File: src/rtl/wb_pkg.sv
// rtl/wb_pkg.sv - shared types and constants for the write-back arbiter
package wb_pkg;

  localparam int DATA_W       = 32;
  localparam int ADDR_W       = 5;
  localparam int NUM_WB_PORTS = 2;
  localparam int NUM_REGS     = 1 << ADDR_W;

  // Port indices into the per-port arrays
  localparam int WB_ALU  = 0;
  localparam int WB_LOAD = 1;

  typedef struct packed {
    logic [ADDR_W-1:0] dest;
    logic [DATA_W-1:0] data;
  } wb_req_t;

  // One-hot of a register index, used to build the pending mask
  function automatic logic [NUM_REGS-1:0] dest_onehot(input logic [ADDR_W-1:0] d);
    dest_onehot    = '0;
    dest_onehot[d] = 1'b1;
  endfunction

endpackage

File: src/rtl/wb_slot.sv
// rtl/wb_slot.sv - one-entry holding slot with valid/ready input and clear strobe
module wb_slot
  import wb_pkg::*;
(
  input  logic    clk,
  input  logic    rst_n,
  input  logic    valid_i,
  input  wb_req_t req_i,
  output logic    ready_o,
  input  logic    clear_i,
  output logic    full_o,
  output wb_req_t req_o
);

  logic    full_q, full_d;
  wb_req_t req_q, req_d;

  // Ready depends only on occupancy, so a slot never accepts and drains on the same edge
  assign ready_o = ~full_q;
  assign full_o  = full_q;
  assign req_o   = req_q;

  // Next-state: clear only happens while full, capture only while empty
  always_comb begin
    full_d = full_q;
    req_d  = req_q;
    if (clear_i) begin
      full_d = 1'b0;
    end else if (valid_i && !full_q) begin
      full_d = 1'b1;
      req_d  = req_i;
    end
  end

  // Slot state register
  always_ff @(posedge clk or negedge rst_n) begin
    if (!rst_n) begin
      full_q <= 1'b0;
      req_q  <= '0;
    end else begin
      full_q <= full_d;
      req_q  <= req_d;
    end
  end

endmodule

File: src/rtl/wb_arbiter.sv
// rtl/wb_arbiter.sv - round-robin arbiter for the register file write port
module wb_arbiter
  import wb_pkg::*;
(
  input  logic                clk,
  input  logic                rst_n,
  input  logic                wbWindow,
  input  logic                req0_valid,
  input  logic [ADDR_W-1:0]   req0_dest,
  input  logic [DATA_W-1:0]   req0_data,
  output logic                req0_ready,
  input  logic                req1_valid,
  input  logic [ADDR_W-1:0]   req1_dest,
  input  logic [DATA_W-1:0]   req1_data,
  output logic                req1_ready,
  output logic                regWrite,
  output logic [ADDR_W-1:0]   wbDestination,
  output logic [DATA_W-1:0]   WBDATA,
  output logic [NUM_REGS-1:0] pending_mask
);

  logic [NUM_WB_PORTS-1:0] in_valid, in_ready, full, grant;
  wb_req_t                 slot_in  [NUM_WB_PORTS];
  wb_req_t                 slot_out [NUM_WB_PORTS];
  wb_req_t                 sel;

  logic              last_grant_q, last_grant_d;
  logic              reg_write_q, reg_write_d;
  logic [ADDR_W-1:0] wb_dest_q, wb_dest_d;
  logic [DATA_W-1:0] wb_data_q, wb_data_d;

  assign in_valid[WB_ALU]  = req0_valid;
  assign in_valid[WB_LOAD] = req1_valid;
  assign slot_in[WB_ALU]   = '{dest: req0_dest, data: req0_data};
  assign slot_in[WB_LOAD]  = '{dest: req1_dest, data: req1_data};
  assign req0_ready        = in_ready[WB_ALU];
  assign req1_ready        = in_ready[WB_LOAD];

  for (genvar p = 0; p < NUM_WB_PORTS; p++) begin : g_slot
    wb_slot u_slot (
      .clk     (clk),
      .rst_n   (rst_n),
      .valid_i (in_valid[p]),
      .req_i   (slot_in[p]),
      .ready_o (in_ready[p]),
      .clear_i (grant[p]),
      .full_o  (full[p]),
      .req_o   (slot_out[p])
    );
  end

  // Grant: single full slot wins outright; a tie goes to the port not granted last
  always_comb begin
    grant = '0;
    if (wbWindow) begin
      if (full[WB_ALU] && full[WB_LOAD]) begin
        if (last_grant_q) grant[WB_ALU]  = 1'b1;
        else              grant[WB_LOAD] = 1'b1;
      end else begin
        grant = full;
      end
    end
  end

  assign sel = grant[WB_LOAD] ? slot_out[WB_LOAD] : slot_out[WB_ALU];

  // Output stage next-state: dest 0 is consumed but never written
  always_comb begin
    last_grant_d = last_grant_q;
    reg_write_d  = 1'b0;
    wb_dest_d    = wb_dest_q;
    wb_data_d    = wb_data_q;
    if (|grant) begin
      last_grant_d = grant[WB_LOAD];
      if (sel.dest != '0) begin
        reg_write_d = 1'b1;
        wb_dest_d   = sel.dest;
        wb_data_d   = sel.data;
      end
    end
  end

  // Arbitration and output stage registers; last_grant resets so port 0 wins the first tie
  always_ff @(posedge clk or negedge rst_n) begin
    if (!rst_n) begin
      last_grant_q <= 1'b1;
      reg_write_q  <= 1'b0;
      wb_dest_q    <= '0;
      wb_data_q    <= '0;
    end else begin
      last_grant_q <= last_grant_d;
      reg_write_q  <= reg_write_d;
      wb_dest_q    <= wb_dest_d;
      wb_data_q    <= wb_data_d;
    end
  end

  assign regWrite      = reg_write_q;
  assign wbDestination = wb_dest_q;
  assign WBDATA        = wb_data_q;

  // Pending mask: every held destination plus the one on the output stage, never r0
  always_comb begin
    pending_mask = '0;
    for (int p = 0; p < NUM_WB_PORTS; p++) begin
      if (full[p]) pending_mask |= dest_onehot(slot_out[p].dest);
    end
    if (reg_write_q) pending_mask |= dest_onehot(wb_dest_q);
    pending_mask[0] = 1'b0;
  end

endmodule

File: config.mk
export PLATFORM = sky130hd
export DESIGN_NAME = wb_arbiter
export DESIGN_NICKNAME = d
export VERILOG_FILES = /design/src/rtl/wb_pkg.sv /design/src/rtl/wb_slot.sv /design/src/rtl/wb_arbiter.sv
export SDC_FILE = /design/constraint.sdc
export NUM_CORES = 1
export LEC_CHECK = 0
export CORE_MARGIN = 4
export CORE_UTILIZATION = 46
export CTS_BUF_LIST = sky130_fd_sc_hd__clkbuf_4 sky130_fd_sc_hd__clkbuf_8
export CTS_CLUSTER_SIZE = 14
export DETAILED_ROUTE_END_ITERATION = 16
export PLACE_DENSITY_LB_ADDON = 0.05
export SLEW_MARGIN = 5
export SYNTH_ARGS = -nofsm -noshare
export SYNTH_HDL_FRONTEND = slang
export SYNTH_SLANG_ARGS = --single-unit
File: constraint.sdc
create_clock -name clk -period 1.8 [get_ports clk]
set_input_delay 0.45 -clock clk [delete_from_list [all_inputs] [get_ports clk]]
set_output_delay 0.45 -clock clk [all_outputs]
set_load 0.01 [all_outputs]
==> run metrics, run 1 <==
Synth Instances 471; # placed instances 843; crit end category register; CP required 2.12 ns; number of flops mapped to enable cells by yosys 0; WL met3 1110 um; crit share post-route 123%; Slew @ Worst Pin 0.521 ns; top-area cell type share of the netlist area 49.6%; Setup Viol. Count Final 65; DRC 0; Starting Density 47.5%; row cnt 40; Area Growth Syn to Fin 58.0%; Tmin final 2.21 ns; CTS clock-pin slew for the worst setup and hold paths 0.07 ns; Max-Cap Viols 0; IO Port Bufs 149; Max clock buf depth 2; die area 14400 um2; final wirelength 16900 um; CP startpoint kind register; R2R cell count 7; chip width 120 um; met1 wire length 6880 um; fin nets 807; max-slew violation count 0; netlist area before placement 5760 um2; Root Buffer clkbuf_8; cell taking the most area after synthesis dfrtp_1; Worst IR Drop VDD 879 uV; Lkg Pwr 0.00414 uW; PwrDens 1890 nW/um2; post-synthesis area per instance 12.2 um2; largest net degree at the start of global routing 56; Clk Latency, worst-skew pair 0.44 ns; TritonCTS clock tree built; worst hold path class input port to async pin; First-pass DRT Iterations 6; routed len/inst 18.6 um; Synth async-reset ratio 100%; initial antenna violation count 0; Post-synth top flop dfrtp_1; vias in the first global route 5173; status finished, violations left; post-route ant nets 0; Reg2Reg Setup Slack -0.41 ns; ANT cells 0; worst slack at placement -0.448 ns; total global-route track usage 23.7%; top post-synthesis cells by area dfrtp_1 (50%), mux2_2 (22%), mux2_4 (7.3%), nand2_1 (4.6%), a22oi_1 (3.7%); Setup CP Type register to register; post-route clock skew 0.00778 ns; routed vias/inst 5.33; Detailed Place HPWL 11100 um; initial DRC count 272; Die Y-Extent 120 um; Top Ports 151; Final WS setup -0.415 ns; fmax 452 MHz; Seq/Total Area, Yosys 50.0%; CP max FO 11; top sig layer met4; grt ovf 0; Core ar. 12100 um2; failing checks setup timing; layout cell share with drive strength beyond 1 55.9%; Routed met2 length 8530 um; synth unique cells 40; Max transition margin 65.1%; Ys Warns 0; Vias 4848; Fin Hold WS 0.466 ns; Critical Path AT 2.54 ns; Final Util 75.1%; total power 17200 uW; Num CTS Buffers 17; GPL Wtd Cong 0.868; RSZ-0062 raised after global routing yes; global-route wire length before repair 26500 um; total clock sinks 115; Seq cells post-synth 115; H-tree depth 4; final hold vios 0; Syn Nets 550; fin cells 909
==> final timing paths <==
kind / start / end
worst min register to register: last_grant_q$_DFFE_PN1P_ / last_grant_q$_DFFE_PN1P_
worst max register to register: g_slot[0].u_slot.req_o[34]$_DFFE_PN0P_ / WBDATA[26]$_DFFE_PN0P_
min in group clk: last_grant_q$_DFFE_PN1P_ / last_grant_q$_DFFE_PN1P_
worst max-delay path: g_slot[0].u_slot.req_o[34]$_DFFE_PN0P_ / WBDATA[26]$_DFFE_PN0P_
max in group asynchronous: rst_n / g_slot[1].u_slot.req_o[33]$_DFFE_PN0P_
worst min-delay path: rst_n / g_slot[0].u_slot.req_o[36]$_DFFE_PN0P_
==> logic make-up after synthesis <==
group,share of synthesized area [%]
buffers and inverters,3.46
muxes,29.3
DFF,50.0
AOI/OAI and AO/OA,6.61
and+or+nand+nor,10.5
other,0.0652
==> metal layers <==
layer | track usage, % | up-vias
li1 | - | 2210
met1 | 29.1 | 2409
met2 | 39.7 | 192
met3 | 7.40 | 37
met4 | 8.30 | 0
met5 | 0 | -
==> placed cells by master (no fill, tap or decap), types with 3 or more instances in the layout <==
cell             instances
buf_6                   39
nor3b_4                  6
clkbuf_8                18
and3_4                   6
buf_2                   29
o21ai_0                  4
inv_6                    6
and2_1                   5
mux2i_1                  3
dlygate4sd2_1           33
nor3_2                   4
inv_2                    4
nor2_2                   5
bufinv_16                4
inv_1                    3
mux2_4                  28
a22oi_1                  7
a22oi_2                 21
buf_12                   9
nand2_1                 63
nor2_4                   5
mux2_2                 110
buf_4                   76
dfrtp_1                 99
nor3_1                   3
nand2_2                  6
dfrtp_2                 15
a222oi_1                 3
nor3b_2                  4
clkdlybuf4s15_1          3
clkdlybuf4s50_1         77
==> state kept, by name, indices dropped and copies added, names as in the netlist <==
register              flops
wbDestination             5
g_slot.u_slot.full_o      2
last_grant_q              1
g_slot.u_slot.req_o      74
WBDATA                   32
regWrite                  1
==> synthesized netlist by cell type, types with 2 or more instances <==
library cell    n
o22ai_1         2
mux2_4         28
buf_6           5
o21ai_0         4
buf_2           9
a311o_1         2
nand2_1        70
nor2_1         11
a22oi_1        28
and3_1          6
nor2b_1         2
nor3_1          9
inv_1           7
and2_1          5
a222oi_1        3
nor3b_1        12
mux2_2        110
a21oi_1         2
mux2i_1         3
or4_1           2
dfrtp_1       114
o21a_1          2
and3b_1         2
clkbuf_1       16
nand4_1         2
==> power breakdown <==
group          total [uW]  leakage [uW]  switching (uW)  internal (uW)
Clock                2710      0.000226            1130           1590
Sequential           5040       0.00133            1050           3990
Combinational        9410       0.00258            3870           5540
==> worst max-delay path, stage by stage, from the launching register on <==
cell     delay [ns]
dfrtp_2        0.47
buf_4          0.17
buf_4          0.13
or4_4          0.56
nor2_4         0.14
o22ai_4        0.12
buf_12         0.19
mux2_4         0.30
==> per-stage QoR <==
stage / TNS (ns) / area [um2]
detailed placement: -26.45 / 8040
CTS: -22.77 / 8860
floorplan: 0 / 5760
finish: -23.05 / 9090
global placement: -24.91 / 8040
global route: -28.10 / 9090
==> cell type report <==
cell class | count | area [um2]
multi-input cells | 317 | 3030
fillers | 863 | 3020
flip-flops and latches | 115 | 2900
repair buffers | 270 | 2480
clock buffers | 19 | 255
well taps | 168 | 210
clock inverters | 13 | 194
inverters | 7 | 26.3
==> timing repair <==
item | in CTS | in global routing
buffers inserted | 30 | 10
hold endpoints to repair | 18 | 0
hold buffers | 1 | 0
setup endpoints to repair | 104 | 73
pin swaps | 33 | 27
gates resized for setup | 268 | 47
cloned | 0 | 2
No activity file was read; power rests on OpenSTA's default activity.
==> run 2: changes to the inputs <==
--- a/config.mk
+++ b/config.mk
@@ -5,12 +5,14 @@
 export SDC_FILE = /design/constraint.sdc
 export NUM_CORES = 1
 export LEC_CHECK = 0
+export ABC_AREA = 1
 export CORE_MARGIN = 4
-export CORE_UTILIZATION = 46
+export CORE_UTILIZATION = 25
 export CTS_BUF_LIST = sky130_fd_sc_hd__clkbuf_4 sky130_fd_sc_hd__clkbuf_8
 export CTS_CLUSTER_SIZE = 14
 export DETAILED_ROUTE_END_ITERATION = 16
 export PLACE_DENSITY_LB_ADDON = 0.05
+export RECOVER_POWER = 50
 export SLEW_MARGIN = 5
 export SYNTH_ARGS = -nofsm -noshare
 export SYNTH_HDL_FRONTEND = slang
==> run 2 against run 1 <==
Compared with the run above:
- the run still ends with setup timing left
- die area grew 73%
- sequential power shrank 6.5%
- fmax grew 5.2%
- setup slack gained 0.11 ns
- area after synthesis shrank 2.5%
- power shrank 7.5%
- count of clock-buffer cells in the layout grew 2
- critical endpoint is now pending_mask[2]
==> run metrics, run 2 <==
Clk Latency, worst-skew pair 0.43 ns; initial antenna violation count 0; grt met1 use 19.1%; initial DRC count 183; top post-synthesis cells by area dfrtp_1 (51%), nand2_1 (14%), mux2_2 (7.0%), nand3_1 (6.6%), inv_1 (4.3%); routed len/inst 15.8 um; Filler cells 2169; post-synthesis area per instance 8.24 um2; fin cells 1244; max-slew violation count 0; Slew @ Worst Pin 0.899 ns; Final WS setup -0.306 ns; vias in the first global route 5776; First-pass DRT Iterations 4; count leader, synth nand2_1; Seq cells post-synth 115; CTS clock-pin slew for the worst setup and hold paths 0.08 ns; Core ar. 22000 um2; cell taking the most area after synthesis dfrtp_1; number of flops mapped to enable cells by yosys 0; Reg2Reg Setup Slack -0.07 ns; Synth async-reset ratio 100%; GPL Wtd Cong 0.827; top-area cell type share of the netlist area 50.8%; met2 usage 26.1%; most used routing layer met2; Post-synth top flop dfrtp_1; Ys Warns 0; Top Ports 151; CP required 1.35 ns; CP peak stage delay 0.43 ns; total clock sinks 115; max reg flops 74; slowest CP cell dfrtp_2; Num CTS Buffers 17; WHS Path Cells 2; RSZ-0062 raised after global routing yes; global-route wire length before repair 29800 um; CP max FO 2; total global-route track usage 15.1%; commonest non-fill, non-tap cells in the layout nand2_1 (166), dfrtp_1 (104), clkdlybuf4s50_1 (77); Syn Nets 760; setup_tns -8.97 ns; ANT cells 0; Detailed Place HPWL 13700 um; row cnt 54; Worst IR Drop VDD 565 uV; failing checks setup timing; Synth Instances 681; # placed instances 1163; DRC 0; fin nets 1030; post-route ant nets 0; Lkg Pwr 0.00472 uW; Max clock buf depth 2; Max-Cap Viols 0; post-route clock skew 0.0155 ns; die area 24900 um2; crit-path most repeated cell buf_6; H-tree depth 4; R2R cell count 13; Setup CP Type register to output port; netlist area before placement 5610 um2; commonest cells in the netlist nand2_1 (203), dfrtp_1 (114), nand3_1 (74); worst hold path class register to register; chip width 158 um; Root Buffer clkbuf_8; grt ovf 0; CP cell instances buf_6 > nor3_2 > buf_4 > buf_6 > buf_6 > nand2_2 > nand3_2 > buf_6; Seq/Total Area, Yosys 51.3%; layout cell share with drive strength beyond 1 39.0%; final hold vios 0; Critical Path AT 1.66 ns; CP startpoint kind register; Vias 5610; commonest non-fill, non-tap cell in the layout nand2_1; PwrDens 1670 nW/um2; IO Port Bufs 149; Setup Viol. Count Final 67; grt met3 use 3.83%; fmax 475 MHz; Tmin final 2.11 ns; Area Growth Syn to Fin 69.6%; final wirelength 19700 um; routed vias/inst 4.51; TritonCTS clock tree built; largest net degree at the start of global routing 57; synth unique cells 26; crit share post-route 117%; status finished, violations left; Die Y-Extent 158 um; crit end category output port; Starting Density 25.6%; Max transition margin 40.1%
[run 2: changes by cell type after synthesis, sizes merged, moves of 28 or more]
cell	before	now
nand3	1	74
o21ai	5	35
nor2	12	40
inv	7	66
a22oi	28	0
a21oi	2	40
nand2	70	207
mux2	138	35
[run 2: kinds of logic after synthesis]
group                  after synthesis  synth area share, %
AO/OA/AOI/OAI                       86                 8.61
AND/OR/NAND/NOR                    346                 25.6
flip-flops                         115                 51.3
other                                1               0.0668
multiplexers                        35                 7.02
buffers and inverters               98                 7.45
[run 2: metal layers]
metal  wire length, um  share of wire, %  up-vias
met1              8570                43     2721
met2             10000                51      123
met4               159              0.81        0
met3               925               4.7       14
li1                  -                 -     2752
met5                 0                 0        -
[run 2: path summary, 6_finish.rpt]
check / start / end
max: wbDestination[0]$_DFFE_PN0P_ / pending_mask[2]
max reg2reg: g_slot[1].u_slot.full_o$_DFFE_PN0P_ / WBDATA[31]$_DFFE_PN0P_
max in group asynchronous: rst_n / g_slot[0].u_slot.req_o[33]$_DFFE_PN0P_
min reg2reg: WBDATA[29]$_DFFE_PN0P_ / WBDATA[29]$_DFFE_PN0P_
min: WBDATA[29]$_DFFE_PN0P_ / WBDATA[29]$_DFFE_PN0P_
min in group asynchronous: rst_n / g_slot[0].u_slot.req_o[19]$_DFFE_PN0P_
[run 2: layout make-up]
cell class / count / area [um2] / area share (%)
clock buffers: 21 / 277 / 2.91
inverters: 67 / 269 / 2.83
well taps: 280 / 350 / 3.68
multi-input cells: 468 / 2890 / 30.4
repair buffers: 282 / 2710 / 28.5
clock inverters: 11 / 129 / 1.35
flip-flops and latches: 115 / 2890 / 30.4
[run 2: what timing repair did]
| item | 4_1_cts | 5_1_grt |
|---|---|---|
| pin swaps | 40 | 28 |
| endpoints found under the hold margin | 32 | 0 |
| gates resized for setup | 286 | 131 |
| hold buffers | 1 | 0 |
| cloned | 0 | 4 |
| buffers inserted | 30 | 16 |
| setup endpoints to repair | 71 | 76 |
[run 2: through the flow]
stage	worst slack, ns	util [%]	area (um2)	power, uW	hold WS [ns]
after detailed placement	-0.396	36.6	8030	11600	0.460
after global placement	-0.410	36.6	8030	11600	0.454
after global routing	-0.416	43.3	9520	17100	0.498
after floorplan	-0.0555	-	5610	7910	0.154
after CTS	-0.310	40.5	8890	14800	0.475
final	-0.306	43.3	9520	15900	0.469
[run 2: report_power, final]
group,internal (uW),switching (uW),total [uW]
Clock,1340,1100,2440
Combinational,4280,4450,8730
Sequential,3880,825,4710
Total,9500,6380,15900
[run 2: worst max-delay path, delay by kind of cell (launching register included)]
family	cells	cell delay [ns]
and+or+nand+nor	3	0.21
buffers and inverters	5	0.59
DFF	1	0.43
==> run 3: changes to the inputs <==
--- a/config.mk
+++ b/config.mk
@@ -6,7 +6,7 @@
 export NUM_CORES = 1
 export LEC_CHECK = 0
 export ABC_AREA = 1
-export CORE_MARGIN = 4
+export CORE_MARGIN = 2
 export CORE_UTILIZATION = 25
 export CTS_BUF_LIST = sky130_fd_sc_hd__clkbuf_4 sky130_fd_sc_hd__clkbuf_8
 export CTS_CLUSTER_SIZE = 14
==> run 3 against run 2 <==
Compared with the run above:
- the run still ends with setup timing left
- utilization fell by 0.56 points
- combinational power fell by 5.8%
- power fell by 1.7%
- cell count fell by 0.32%
- sequential cell count did not move
- fmax rose by 0.24%
- routed wire length fell by 2.4%
- non-clock buffer count fell by 4
- clock skew fell by 0.0045 ns
==> run metrics, run 3 (same netlist as run 2, synthesis figures left out) <==
row cnt 54; Setup Viol. Count Final 69; largest net degree at the start of global routing 60; total global-route track usage 16.3%; RSZ-0062 raised after global routing yes; Clk Latency, worst-skew pair 0.44 ns; crit end category output port; Final WS setup -0.301 ns; H-tree depth 4; Sequential Power Share 30.2%; CP required 1.35 ns; Die Y-Extent 154 um; Slew @ Worst Pin 1.08 ns; post-route ant nets 0; First-pass DRT Iterations 4; routed vias/inst 4.55; Worst IR Drop VDD 552 uV; vias in the first global route 5747; post-route clock skew 0.0110 ns; chip width 154 um; setup_tns -13.86 ns; DRC 0; commonest non-fill, non-tap cells in the layout nand2_1 (161), dfrtp_1 (105), buf_4 (82); min-delay src WBDATA[27]$_DFFE_PN0P_; TritonCTS clock tree built; layout cell share with drive strength beyond 1 38.5%; Critical Path AT 1.65 ns; Reg-to-Reg End WBDATA[15]$_DFFE_PN0P_; Clk network pwr share 17.1%; initial DRC count 255; combinational power share 52.6%; max reg flops 74; PwrDens 1660 nW/um2; routed len/inst 15.5 um; final hold vios 0; Max clock buf depth 2; Tmin final 2.10 ns; Top Ports 151; fmax 476 MHz; worst slack at placement -0.377 ns; status finished, violations left; sw frac 38.9%; ANT cells 0; Num CTS Buffers 17; failing checks setup timing; Vias 5643; fin nets 1026; reg2reg start g_slot[1].u_slot.full_o$_DFFE_PN0P_; Starting Density 25.6%; CTS clock-pin slew for the worst setup and hold paths 0.07 ns; Max transition margin 28.2%; WHS Path Cells 2; IO Port Bufs 149; grt ovf 0; final wirelength 19200 um; initial antenna violation count 0; worst hold path class register to register; Core ar. 22000 um2; Reg2Reg Setup Slack -0.20 ns; Max-Cap Viols 0; crit share post-route 117%; Root Buffer clkbuf_8; max-slew violation count 0; GPL Wtd Cong 0.822; switching power 6070 uW; R2R cell count 14; Setup CP Type register to output port; Int Power 9550 uW; Area Growth Syn to Fin 67.4%; commonest non-fill, non-tap cell in the layout nand2_1; Detailed Place HPWL 13300 um; global-route wire length before repair 30200 um; hold endpoint WBDATA[27]$_DFFE_PN0P_; Lkg Pwr 0.00473 uW; CP max FO 4; die area 23700 um2; CP startpoint kind register; total clock sinks 115
==> run 3: through the flow <==
| step | utilization (%) | power [uW] | instances | hold WS, ns | instance area, um2 |
|---|---|---|---|---|---|
| global placement | 36.5 | 11500 | 1162 | 0.344 | 8020 |
| CTS | 41.0 | 15200 | 1226 | 0.393 | 9000 |
| finish | 42.8 | 15600 | 1240 | 0.469 | 9390 |
| global route | 42.8 | 16800 | 1240 | 0.503 | 9390 |
| detailed placement | 36.5 | 11600 | 1162 | 0.342 | 8020 |
| floorplan | - | 7910 | 681 | 0.154 | 5610 |
==> run 3: layout make-up <==
| type | count | area [um2] |
|---|---|---|
| clock inverters | 12 | 179 |
| inverters | 67 | 267 |
| repair buffers | 278 | 2660 |
| multi-input cells | 468 | 2790 |
| well taps | 280 | 350 |
| flip-flops and latches | 115 | 2890 |
| clock buffers | 20 | 263 |
| fillers | 2215 | 12600 |
==> run 3: routing by layer <==
layer	share of wire (%)	vias to the layer above	global-route usage (%)
li1	-	2752	-
met1	45	2725	20.4
met2	49	143	27.8
met3	4.7	23	4.14
met4	1.2	0	4.58
met5	0	-	0
==> run 3: worst max path at each step <==
stage	start	to	slack, ns	cells past startpoint
CTS	wbDestination[0]$_DFFE_PN0P_	pending_mask[10]	-0.29	7
detailed placement	wbWindow	WBDATA[12]$_DFFE_PN0P_	-0.38	12
global placement	wbWindow	wbDestination[4]$_DFFE_PN0P_	-0.35	8
finish	g_slot[1].u_slot.req_o[32]$_DFFE_PN0P_	pending_mask[3]	-0.30	8
global route	g_slot[1].u_slot.req_o[32]$_DFFE_PN0P_	pending_mask[23]	-0.40	8
floorplan	g_slot[0].u_slot.full_o$_DFFE_PN0P_	pending_mask[11]	-0.06	4
==> run 3: power by group through the flow <==
stage          sequential [uW]  combinational, uW  clock [uW]
5_1_grt                   4900               9060        2880
6_report                  4720               8220        2670
3_3_place_gp              4650               6880           0
3_5_place_dp              4680               6960           0
4_1_cts                   4710               7730        2770
2_1_floorplan             4680               3230           0
==> run 3: critical path: stages, from the launching register on <==
cell and delay, ns:
dfrtp_1 0.42, inv_2 0.09, nor3_4 0.17, buf_6 0.14, buf_6 0.12, buf_6 0.10
nand2_4 0.04, nand3_2 0.06, buf_6 0.10
==> run 3: what timing repair did <==
item / in CTS / in global routing
gates cloned: 0 / 5
hold endpoints to repair: 16 / 0
hold buffers: 1 / 0
gates resized for setup: 305 / 77
pin swaps: 34 / 11
setup endpoints to repair: 71 / 76
setup buffers: 32 / 12
